File: config.mk
export PLATFORM = sky130hd
export DESIGN_NAME = axi2per_bridge
export DESIGN_NICKNAME = d
export VERILOG_FILES = /design/src/rtl/axi2per_bridge.sv
export SDC_FILE = /design/constraint.sdc
export NUM_CORES = 1
export LEC_CHECK = 0
export BUFFER_PORTS_ARGS = -buffer_cell sky130_fd_sc_hd__buf_2
export CAP_MARGIN = 20
export CORE_AREA = 4 4 153 155
export CTS_CLUSTER_SIZE = 10
export DETAILED_ROUTE_END_ITERATION = 10
export DIE_AREA = 0 0 157 159
export GPL_TIMING_DRIVEN = 0
export PLACE_DENSITY = 0.82
export SLEW_MARGIN = 25
export SYNTH_ARGS = -nofsm -noshare
export SYNTH_HDL_FRONTEND = slang
export SYNTH_SLANG_ARGS = --single-unit
File: constraint.sdc
create_clock -name clk_i -period 3 [get_ports clk_i]
set_input_delay 0.15 -clock clk_i [delete_from_list [all_inputs] [get_ports clk_i]]
set_output_delay 0.15 -clock clk_i [all_outputs]
set_load 0.005 [all_outputs]
File: src/rtl/axi2per_bridge.sv
// AXI4 slave to 32-bit peripheral master: one AXI burst at a time, split into single-word peripheral accesses.
// Read latency AR->R is 3 cycles minimum; R/B are held until accepted and W beats are consumed on peripheral grant.
module axi2per_bridge #(
    parameter int AXI_ADDR_WIDTH = 32,
    parameter int AXI_DATA_WIDTH = 64,
    parameter int AXI_ID_WIDTH   = 6,
    parameter int AXI_USER_WIDTH = 6,
    parameter int PER_DATA_WIDTH = 32
) (
    input  logic                      clk_i,
    input  logic                      rst_ni,
    input  logic                      test_en_i,
    input  logic                      axi_slave_aw_valid_i,
    output logic                      axi_slave_aw_ready_o,
    input  logic [AXI_ADDR_WIDTH-1:0] axi_slave_aw_addr_i,
    input  logic [7:0]                axi_slave_aw_len_i,
    input  logic [2:0]                axi_slave_aw_size_i,
    input  logic [1:0]                axi_slave_aw_burst_i,
    input  logic [AXI_ID_WIDTH-1:0]   axi_slave_aw_id_i,
    input  logic [AXI_USER_WIDTH-1:0] axi_slave_aw_user_i,
    input  logic                      axi_slave_ar_valid_i,
    output logic                      axi_slave_ar_ready_o,
    input  logic [AXI_ADDR_WIDTH-1:0] axi_slave_ar_addr_i,
    input  logic [7:0]                axi_slave_ar_len_i,
    input  logic [2:0]                axi_slave_ar_size_i,
    input  logic [1:0]                axi_slave_ar_burst_i,
    input  logic [AXI_ID_WIDTH-1:0]   axi_slave_ar_id_i,
    input  logic [AXI_USER_WIDTH-1:0] axi_slave_ar_user_i,
    input  logic                      axi_slave_w_valid_i,
    output logic                      axi_slave_w_ready_o,
    input  logic [AXI_DATA_WIDTH-1:0] axi_slave_w_data_i,
    input  logic [7:0]                axi_slave_w_strb_i,
    input  logic                      axi_slave_w_last_i,
    output logic                      axi_slave_b_valid_o,
    input  logic                      axi_slave_b_ready_i,
    output logic [1:0]                axi_slave_b_resp_o,
    output logic [AXI_ID_WIDTH-1:0]   axi_slave_b_id_o,
    output logic [AXI_USER_WIDTH-1:0] axi_slave_b_user_o,
    output logic                      axi_slave_r_valid_o,
    input  logic                      axi_slave_r_ready_i,
    output logic [AXI_DATA_WIDTH-1:0] axi_slave_r_data_o,
    output logic [1:0]                axi_slave_r_resp_o,
    output logic                      axi_slave_r_last_o,
    output logic [AXI_ID_WIDTH-1:0]   axi_slave_r_id_o,
    output logic [AXI_USER_WIDTH-1:0] axi_slave_r_user_o,
    output logic                      per_master_req_o,
    output logic [AXI_ADDR_WIDTH-1:0] per_master_add_o,
    output logic                      per_master_wen_o,
    output logic [PER_DATA_WIDTH-1:0] per_master_wdata_o,
    output logic [3:0]                per_master_be_o,
    input  logic                      per_master_gnt_i,
    input  logic                      per_master_r_valid_i,
    input  logic                      per_master_r_opc_i,
    input  logic [PER_DATA_WIDTH-1:0] per_master_r_rdata_i,
    output logic                      busy_o
);
    typedef enum logic [2:0] {IDLE, RD_REQ, RD_WAIT, RD_RESP, WR_DATA, WR_REQ, WR_WAIT, WR_RESP} state_t;
    localparam logic [1:0] RESP_OKAY   = 2'b00;
    localparam logic [1:0] RESP_SLVERR = 2'b10;

    state_t                    state;
    logic [AXI_ADDR_WIDTH-1:0] addr_q, next_addr;
    logic [7:0]                len_q, beat_q;
    logic [2:0]                size_q;
    logic [1:0]                burst_q;
    logic [AXI_ID_WIDTH-1:0]   id_q;
    logic [AXI_USER_WIDTH-1:0] user_q;
    logic                      err_q, prio_rd_q, rd_win, bad_size, last_beat, err_next;
    logic                      unused_ok;

    assign unused_ok = ^{test_en_i, axi_slave_w_last_i};

    assign rd_win    = axi_slave_ar_valid_i && (!axi_slave_aw_valid_i || prio_rd_q);
    assign axi_slave_ar_ready_o = (state == IDLE) && rd_win;
    assign axi_slave_aw_ready_o = (state == IDLE) && axi_slave_aw_valid_i && !rd_win;
    // Oversized beats never reach the peripheral, so W is drained directly from WR_DATA.
    assign axi_slave_w_ready_o  = ((state == WR_REQ) && per_master_gnt_i) || ((state == WR_DATA) && bad_size);

    assign next_addr = (burst_q == 2'b00) ? addr_q : addr_q + (AXI_ADDR_WIDTH'(1) << size_q);
    assign bad_size  = size_q > 3'd2;
    assign last_beat = beat_q == len_q;
    assign err_next  = err_q | per_master_r_opc_i;
    assign busy_o    = state != IDLE;
    assign axi_slave_b_id_o   = id_q;
    assign axi_slave_b_user_o = user_q;
    assign axi_slave_r_id_o   = id_q;
    assign axi_slave_r_user_o = user_q;

    always_ff @(posedge clk_i or negedge rst_ni) begin
        if (!rst_ni) begin
            state <= IDLE;
            addr_q <= '0; len_q <= '0; beat_q <= '0; size_q <= '0; burst_q <= '0;
            id_q <= '0; user_q <= '0; err_q <= 1'b0; prio_rd_q <= 1'b1;
            axi_slave_b_valid_o <= 1'b0; axi_slave_b_resp_o <= RESP_OKAY;
            axi_slave_r_valid_o <= 1'b0; axi_slave_r_data_o <= '0;
            axi_slave_r_resp_o <= RESP_OKAY; axi_slave_r_last_o <= 1'b0;
            per_master_req_o <= 1'b0; per_master_add_o <= '0; per_master_wen_o <= 1'b0;
            per_master_wdata_o <= '0; per_master_be_o <= '0;
        end else begin
            case (state)
                IDLE: begin
                    if (axi_slave_ar_ready_o) begin
                        addr_q <= axi_slave_ar_addr_i; len_q <= axi_slave_ar_len_i;
                        size_q <= axi_slave_ar_size_i; burst_q <= axi_slave_ar_burst_i;
                        id_q <= axi_slave_ar_id_i; user_q <= axi_slave_ar_user_i;
                        beat_q <= '0; err_q <= 1'b0;
                        if (axi_slave_aw_valid_i) prio_rd_q <= 1'b0;
                        per_master_req_o <= axi_slave_ar_size_i <= 3'd2;
                        per_master_wen_o <= 1'b1;
                        per_master_be_o  <= 4'hF;
                        per_master_add_o <= {axi_slave_ar_addr_i[AXI_ADDR_WIDTH-1:2], 2'b00};
                        state <= RD_REQ;
                    end else if (axi_slave_aw_ready_o) begin
                        addr_q <= axi_slave_aw_addr_i; len_q <= axi_slave_aw_len_i;
                        size_q <= axi_slave_aw_size_i; burst_q <= axi_slave_aw_burst_i;
                        id_q <= axi_slave_aw_id_i; user_q <= axi_slave_aw_user_i;
                        beat_q <= '0; err_q <= 1'b0;
                        if (axi_slave_ar_valid_i) prio_rd_q <= 1'b1;
                        state <= WR_DATA;
                    end
                end
                RD_REQ: begin
                    if (bad_size) begin
                        axi_slave_r_valid_o <= 1'b1;
                        axi_slave_r_data_o  <= '0;
                        axi_slave_r_resp_o  <= RESP_SLVERR;
                        axi_slave_r_last_o  <= last_beat;
                        state <= RD_RESP;
                    end else if (per_master_gnt_i) begin
                        per_master_req_o <= 1'b0;
                        state <= RD_WAIT;
                    end
                end
                RD_WAIT: begin
                    if (per_master_r_valid_i) begin
                        axi_slave_r_valid_o <= 1'b1;
                        axi_slave_r_data_o  <= {2{per_master_r_rdata_i}};
                        axi_slave_r_resp_o  <= per_master_r_opc_i ? RESP_SLVERR : RESP_OKAY;
                        axi_slave_r_last_o  <= last_beat;
                        state <= RD_RESP;
                    end
                end
                RD_RESP: begin
                    if (axi_slave_r_ready_i) begin
                        axi_slave_r_valid_o <= 1'b0;
                        axi_slave_r_last_o  <= 1'b0;
                        if (last_beat) begin
                            state <= IDLE;
                        end else begin
                            addr_q <= next_addr;
                            beat_q <= beat_q + 8'd1;
                            per_master_req_o <= !bad_size;
                            per_master_add_o <= {next_addr[AXI_ADDR_WIDTH-1:2], 2'b00};
                            state <= RD_REQ;
                        end
                    end
                end
                WR_DATA: begin
                    if (axi_slave_w_valid_i) begin
                        if (bad_size) begin
                            err_q <= 1'b1;
                            if (last_beat) begin
                                axi_slave_b_valid_o <= 1'b1;
                                axi_slave_b_resp_o  <= RESP_SLVERR;
                                state <= WR_RESP;
                            end else begin
                                addr_q <= next_addr;
                                beat_q <= beat_q + 8'd1;
                            end
                        end else begin
                            per_master_req_o   <= 1'b1;
                            per_master_wen_o   <= 1'b0;
                            per_master_add_o   <= {addr_q[AXI_ADDR_WIDTH-1:2], 2'b00};
                            per_master_wdata_o <= addr_q[2] ? axi_slave_w_data_i[63:32] : axi_slave_w_data_i[31:0];
                            per_master_be_o    <= addr_q[2] ? axi_slave_w_strb_i[7:4] : axi_slave_w_strb_i[3:0];
                            state <= WR_REQ;
                        end
                    end
                end
                WR_REQ: begin
                    if (per_master_gnt_i) begin
                        per_master_req_o <= 1'b0;
                        state <= WR_WAIT;
                    end
                end
                WR_WAIT: begin
                    if (per_master_r_valid_i) begin
                        err_q <= err_next;
                        if (last_beat) begin
                            axi_slave_b_valid_o <= 1'b1;
                            axi_slave_b_resp_o  <= err_next ? RESP_SLVERR : RESP_OKAY;
                            state <= WR_RESP;
                        end else begin
                            addr_q <= next_addr;
                            beat_q <= beat_q + 8'd1;
                            state <= WR_DATA;
                        end
                    end
                end
                WR_RESP: begin
                    if (axi_slave_b_ready_i) begin
                        axi_slave_b_valid_o <= 1'b0;
                        state <= IDLE;
                    end
                end
                default: state <= IDLE;
            endcase
        end
    end
endmodule
Yosys cells after proc, flatten, opt, wreduce, memory -nomap -nowiden

Index checks and enable logic that the tools add are counted.

Eq/ne operators: 26
Reductions and logical operators: 38
Bitwise operators: 2
$mul: 0
Multiplexer cells: 102
Order comparisons: 2
Shifts and indexed selects: 1
Divide/modulo/power cells: 0
Add/sub/neg operators: 2

Operator list:

| kind                 | count |
|---|---|
| $mux 32              | 14 |
| $mux 64              | 2 |
| $pmux 32 s4          | 1 |
| $pmux 64 s2          | 1 |
| $pmux 32 s3          | 1 |
| $mux 8               | 9 |
| $mux 3               | 14 |
| $add 32x32->32       | 1 |
| $pmux 8 s4           | 1 |
| $shl 1x3->32 const A | 1 |
| $ne 2x2->1 const B   | 15 |
| $mux 1               | 29 |
| $mux 2               | 12 |
| $mux 6               | 4 |
| $pmux 3 s8           | 1 |
| $reduce_and 6->1     | 3 |
| $mux 4               | 4 |
| $reduce_bool 3->1    | 5 |
| $eq 3x3->1 const B   | 4 |
| $pmux 1 s3           | 4 |
| $reduce_and 4->1     | 3 |
| $reduce_and 5->1     | 2 |
| $reduce_bool 2->1    | 5 |
| $ne 3x3->1 const B   | 3 |
| 23 further kinds     | 34 |

Bits in read-only memories: 0
Input bits: 230
Output and inout port bits: 169
RAM bits: 0
Word-level logic and storage cells: 194
Memories kept: 0
Latch bits: 0
Register bits: 211

Longest topological paths before layout

Depth after elaboration: 8
Depth in mapped cells: 12
Depth with buffers taken out: 10

Worst setup path after synthesis

No wires, ideal clock.

Path kind: reg2reg
Start: register size_q[2]
End: register addr_q[10]
Clock period less this slack: 2490 ps
Arrival time: 2369 ps
Cell stages (with the launch flop): 12
Data required time: 2879 ps
Slack: 510 ps
Buffers on the path: 1
Cell sequence: dfrtp_1 buf_2 nor3_1 ha_1 fa_1 a21o_1 a221oi_2 o21a_1 nor2_1 a21oi_1 nor2_1 o22a_1

Cells in the longest elaborated chain, start to end: 7

RTL lines:

| element                  | line          | source |
|---|---|---|
| start: declaration       | 64            | `logic [2:0] size_q;` |
| start signal: assignment | 104           | `size_q <= axi_slave_ar_size_i; burst_q <= axi_slave_ar_burst_i;` |
| start signal: assignment | 115           | `size_q <= axi_slave_aw_size_i; burst_q <= axi_slave_aw_burst_i;` |
| $shl 1x3->32             | 79            | `assign next_addr = (burst_q == 2'b00) ? addr_q : addr_q + (AXI_ADDR_WIDTH'(1) << size_q);` |
| $add 32x32->32           | 79            |  |
| $mux 32                  | 79            |  |
| $mux 32                  | 147, 162, 189 |  |
| $mux 32                  | 160           | `if (bad_size) begin` |
| $mux 32                  | 159           | `if (axi_slave_w_valid_i) begin` |
| $pmux 32 s4              | 100           | `case (state)` |
| end signal: assignment   | 103           | `addr_q <= axi_slave_ar_addr_i; len_q <= axi_slave_ar_len_i;` |
| end signal: assignment   | 150           | `addr_q <= next_addr;` |
| end signal: assignment   | 167           | `addr_q <= next_addr;` |
| end: declaration         | 62            | `logic [AXI_ADDR_WIDTH-1:0] addr_q, next_addr;` |

Parallel ways exist; a longest one is shown, timed or not. The select of a mux whose other input is x is not followed.
A chain may end at the register's enable or synchronous reset.

Worst setup path after layout

Start: register state[2]
End: register addr_q[5]

Cells in the longest elaborated chain, start to end: 5

RTL lines:

| element                           | line        | source |
|---|---|---|
| start: declaration                | 61          | `state_t state;` |
| start signal: assignment          | 91          | `state <= IDLE;` |
| start signal: assignment          | 112         | `state <= RD_REQ;` |
| start signal: assignment          | 119         | `state <= WR_DATA;` |
| $logic_not 3->1                   | 74, 75, 100 |  |
| $logic_and 1x1->1 (2 in series)   | 75          | `assign axi_slave_aw_ready_o = (state == IDLE) && axi_slave_aw_valid_i && !rd_win;` |
| $ne 3x3->1 (no source line)       | --          |  |
| $reduce_and 6->1 (no source line) | --          |  |
| end signal: assignment            | 103         |  |
| end signal: assignment            | 114         | `addr_q <= axi_slave_aw_addr_i; len_q <= axi_slave_aw_len_i;` |
| end signal: assignment            | 150         |  |

Parallel ways exist; a longest one is shown, timed or not.

==> impl_results.md <==
* Core area at 0.0218 mm2
* Final ANT Viol Nets at 0
* Area growth, synth to finish at 39.3%
* Clk slew on worst S/H paths at 0.08 ns
* Fillers at 1775
* Placed Instances at 1868
* GPL Wtd Cong at 0.973
* Delay-heaviest family, CP: buffers and inverters
* Final nets at 1948
* Global-route wire length before repair at 65400 um
* Critical path origin: state[2]
* Status: complete, no violations
* GRT Max-Usage Layer: met2
* Crit path largest cell delay at 0.67 ns
* Startpoint Class: flip-flop
* Endpoint, Worst Hold: per_master_wdata_o[20]
* Crit Path Max Fanout at 10
* LEAKAGE at 7.04 nW
* Largest net degree at the start of global routing at 92
* DP Area at 0.0127 mm2
* Grt met1 use at 42.1%
* Post-route clock period utilization at 96.0%
* Top post-synthesis cells by area: dfrtp_1, nand2_1, a21oi_1
* Hold Vio Cnt, Final at 0
* Grt met2 use at 53.0%
* Final Setup Violations at 0
* Post-Synthesis Cells at 1192
* Setup Fix Bufs, Post-CTS at 0
* RSZ-0062 raised after global routing: no
* Power per cell area at 1030 mW/mm2
* Die height at 159 um
* Hold Path Depth at 3
* Iteration-0 DRC count of the detailed router at 1162
* Rel. slew slack at 44.7%
* Initial antenna violation count at 5
* Cell taking the most area after synthesis: dfrtp_1
* Die area at 0.0250 mm2
* Gr usage total at 33.4%
* Most used DFF post-synth: dfrtp_1
* HP Class: in2reg
* Register area at 0.00438 mm2
* Final cell count without fillers at 2005
* Clk_skew at 0.0128 ns
* Htree depth at 4
* CTS Buffer Depth at 2
* Worst-path cell chain: buf_2, nor2b_1, nand2_1, o21ai_0, buf_2, buf_1, o211ai_1, a22o_1
* Async set-reset flop share out of synthesis at 100%
* Cell variety after synth at 82
* IO buf count at 392
* TritonCTS clock tree: built
* Buf/Inv on CP at 3
* FMAX at 0.347 GHz
* Vias per inst at 5.84
* Met3 usage at 9.00%
* IO Count at 399
* Area used by multi-input combinational logic at 0.00520 mm2
* Worst reg-to-reg setup slack at 0.12 ns
* Worst slew pin tran at 0.830 ns
* CP Data Arrival Time at 3.20 ns
* Hold Startpoint: axi_slave_w_data_i[20]
* Worst VDD drop at 0.663 mV
* GR Overflow Total at 0
* CP dominant cell by count: buf_2
* RR Endpoint: addr_q[5]
* Setup CP Type: reg2reg
* Row cnt at 54
* Synth warnings at 0
* Register area share after synthesis at 42.4%
* Final min period at 2.88 ns
* CTS root buffer: clkbuf_16
* TritonRoute pass-1 iters at 6
* Clk sinks at 175
* Die Width at 157 um
* Post-synth top cells: nand2_1, dfrtp_1, nor2_1, a21oi_1, o21ai_0
* Final instance area at 0.0144 mm2
* EDFF count, synth at 0
* Fin. max-slew vios at 0
* Max-cap violation count at 0
* CP max stage cell: buf_1
* Hpwl dp at 29600 um
* Post-Route WL at 42800 um
* Clock latency at the later pin of the worst-skew pair at 0.44 ns
* Reg2reg start: state[2]
* Number of global-route vias before repair at 11.9k
* Wire per inst at 21.3 um
* Drc violations at 0
* Total CTS buffers at 17
* Final Util at 65.9%
* Vias after detailed routing at 11.7k
* Count leader, synth: nand2_1
* Critical Path Sink Type: flip-flop
* Synthesis-stage register bit count at 175
* Syn_area_per_cell at 8.66 um2
* Share of Yosys cell area claimed by the top area cell type at 42.2%
* Worst reg2reg path depth at 8
* Starting density of the core at 47.3%
* Share of layout cells above drive strength 1 at 32.0%
* Required @ worst endpoint at 3.32 ns
* Pwr Total at 0.0149 W
* Mapped Area at 0.0103 mm2
==> registers in the layout, indices dropped and copies added, names as in the netlist, 2 cells and up <==
signal,cells
state,3
size_q,3
axi_slave_r_data_o,32
axi_slave_b_user_o,6
len_q,8
addr_q,32
burst_q,2
axi_slave_b_id_o,6
per_master_wdata_o,32
per_master_add_o,30
per_master_be_o,4
beat_q,8
==> worst register-to-register path, delay by kind of cell, from the launching register on <==
| kind | cells | cell delay, ns |
|---|---|---|
| AOI/OAI and AO/OA | 3 | 0.56 |
| DFF | 1 | 0.42 |
| and+or+nand+nor | 2 | 0.59 |
| buffers and inverters | 3 | 1.22 |
==> per-stage QoR <==
stage | worst slack, ns | hold slack, ns | TNS [ns]
global placement | -1.02 | 0.373 | -175.63
finish | 0.120 | 0.0122 | 0
floorplan | 0.510 | -0.146 | 0
detailed placement | 0.0234 | 0.201 | 0
CTS | 0.00289 | 0.000890 | 0
global route | 0.00344 | 0.00122 | 0
==> final cells by class <==
type / instances / share of cell area, %
Clock buffer: 18 / 3.06
Clock inverter: 14 / 1.17
Inverter: 15 / 0.400
Timing Repair Buffer: 494 / 20.9
Antenna cell: 4 / 0.0696
Multi-Input combinational cell: 872 / 36.2
Sequential cell: 175 / 30.5
Buffer: 133 / 5.28
Tap cell: 280 / 2.44
==> metal layers <==
metal / vias to the layer above / wire length (um)
met4: 2 / 1900
met2: 795 / 20100
met3: 130 / 5050
met1: 5522 / 15700
met5: - / 13
li1: 5268 / -
==> worst max-delay path by stage <==
| stage | end | slack [ns] | cells after the start |
|---|---|---|---|
| detailed placement | per_master_add_o[19] | 0.02 | 10 |
| CTS | per_master_add_o[19] | 0.003 | 10 |
| finish | addr_q[5] | 0.12 | 8 |
| global route | axi_slave_b_id_o[3] | 0.003 | 11 |
| global placement | axi_slave_r_data_o[33] | -1.02 | 1 |
| floorplan | addr_q[10] | 0.51 | 11 |
==> cells in the final DEF, fill, tap and decap left out, types with 7 or more instances in the layout <==
master	synthesis	routed
dlygate4sd3_1	0	101
xor2_1	18	18
a22oi_1	9	9
buf_4	49	49
nand3_1	37	37
nor2_1	100	98
clkbuf_16	0	17
a221oi_1	11	11
nand2_1	210	210
clkbuf_1	39	35
o21ai_0	89	89
a22o_1	38	38
inv_1	13	13
ha_1	9	9
buf_2	37	423
a31oi_1	55	54
xnor2_1	13	13
and3_1	12	12
dfrtp_1	174	174
buf_1	7	7
nand4_1	7	7
a21oi_1	89	89
mux2i_1	43	43
o22a_1	8	8
==> report_power, final <==
part | switching [W] | total, W | internal [W] | leakage, nW
clock | 0.00113 | 0.00228 | 0.00115 | 0.296
combinational | 0.00491 | 0.00837 | 0.00345 | 4.62
sequential | 0.000864 | 0.00422 | 0.00336 | 2.13
total | 0.00690 | 0.0149 | 0.00796 | 7.04
==> cell families after synthesis <==
kind of cell               Yosys count  synth area share (%)
other                                1                0.0363
and+or+nand+nor                    416                  18.1
DFF                                175                  42.4
AOI/OAI and AO/OA                  365                  23.3
buffers and inverters              148                  7.70
xor gates and xnor gates            31                  2.63
muxes                               46                  4.50
adders and majority gates           10                  1.29
==> what timing repair did <==
action,in CTS,in global routing
hold buffers,101,0
endpoints found under the hold margin,153,0
endpoints found under the setup margin,0,64
resized for setup,0,23
Note: power is estimated with default switching activity, not from simulation.
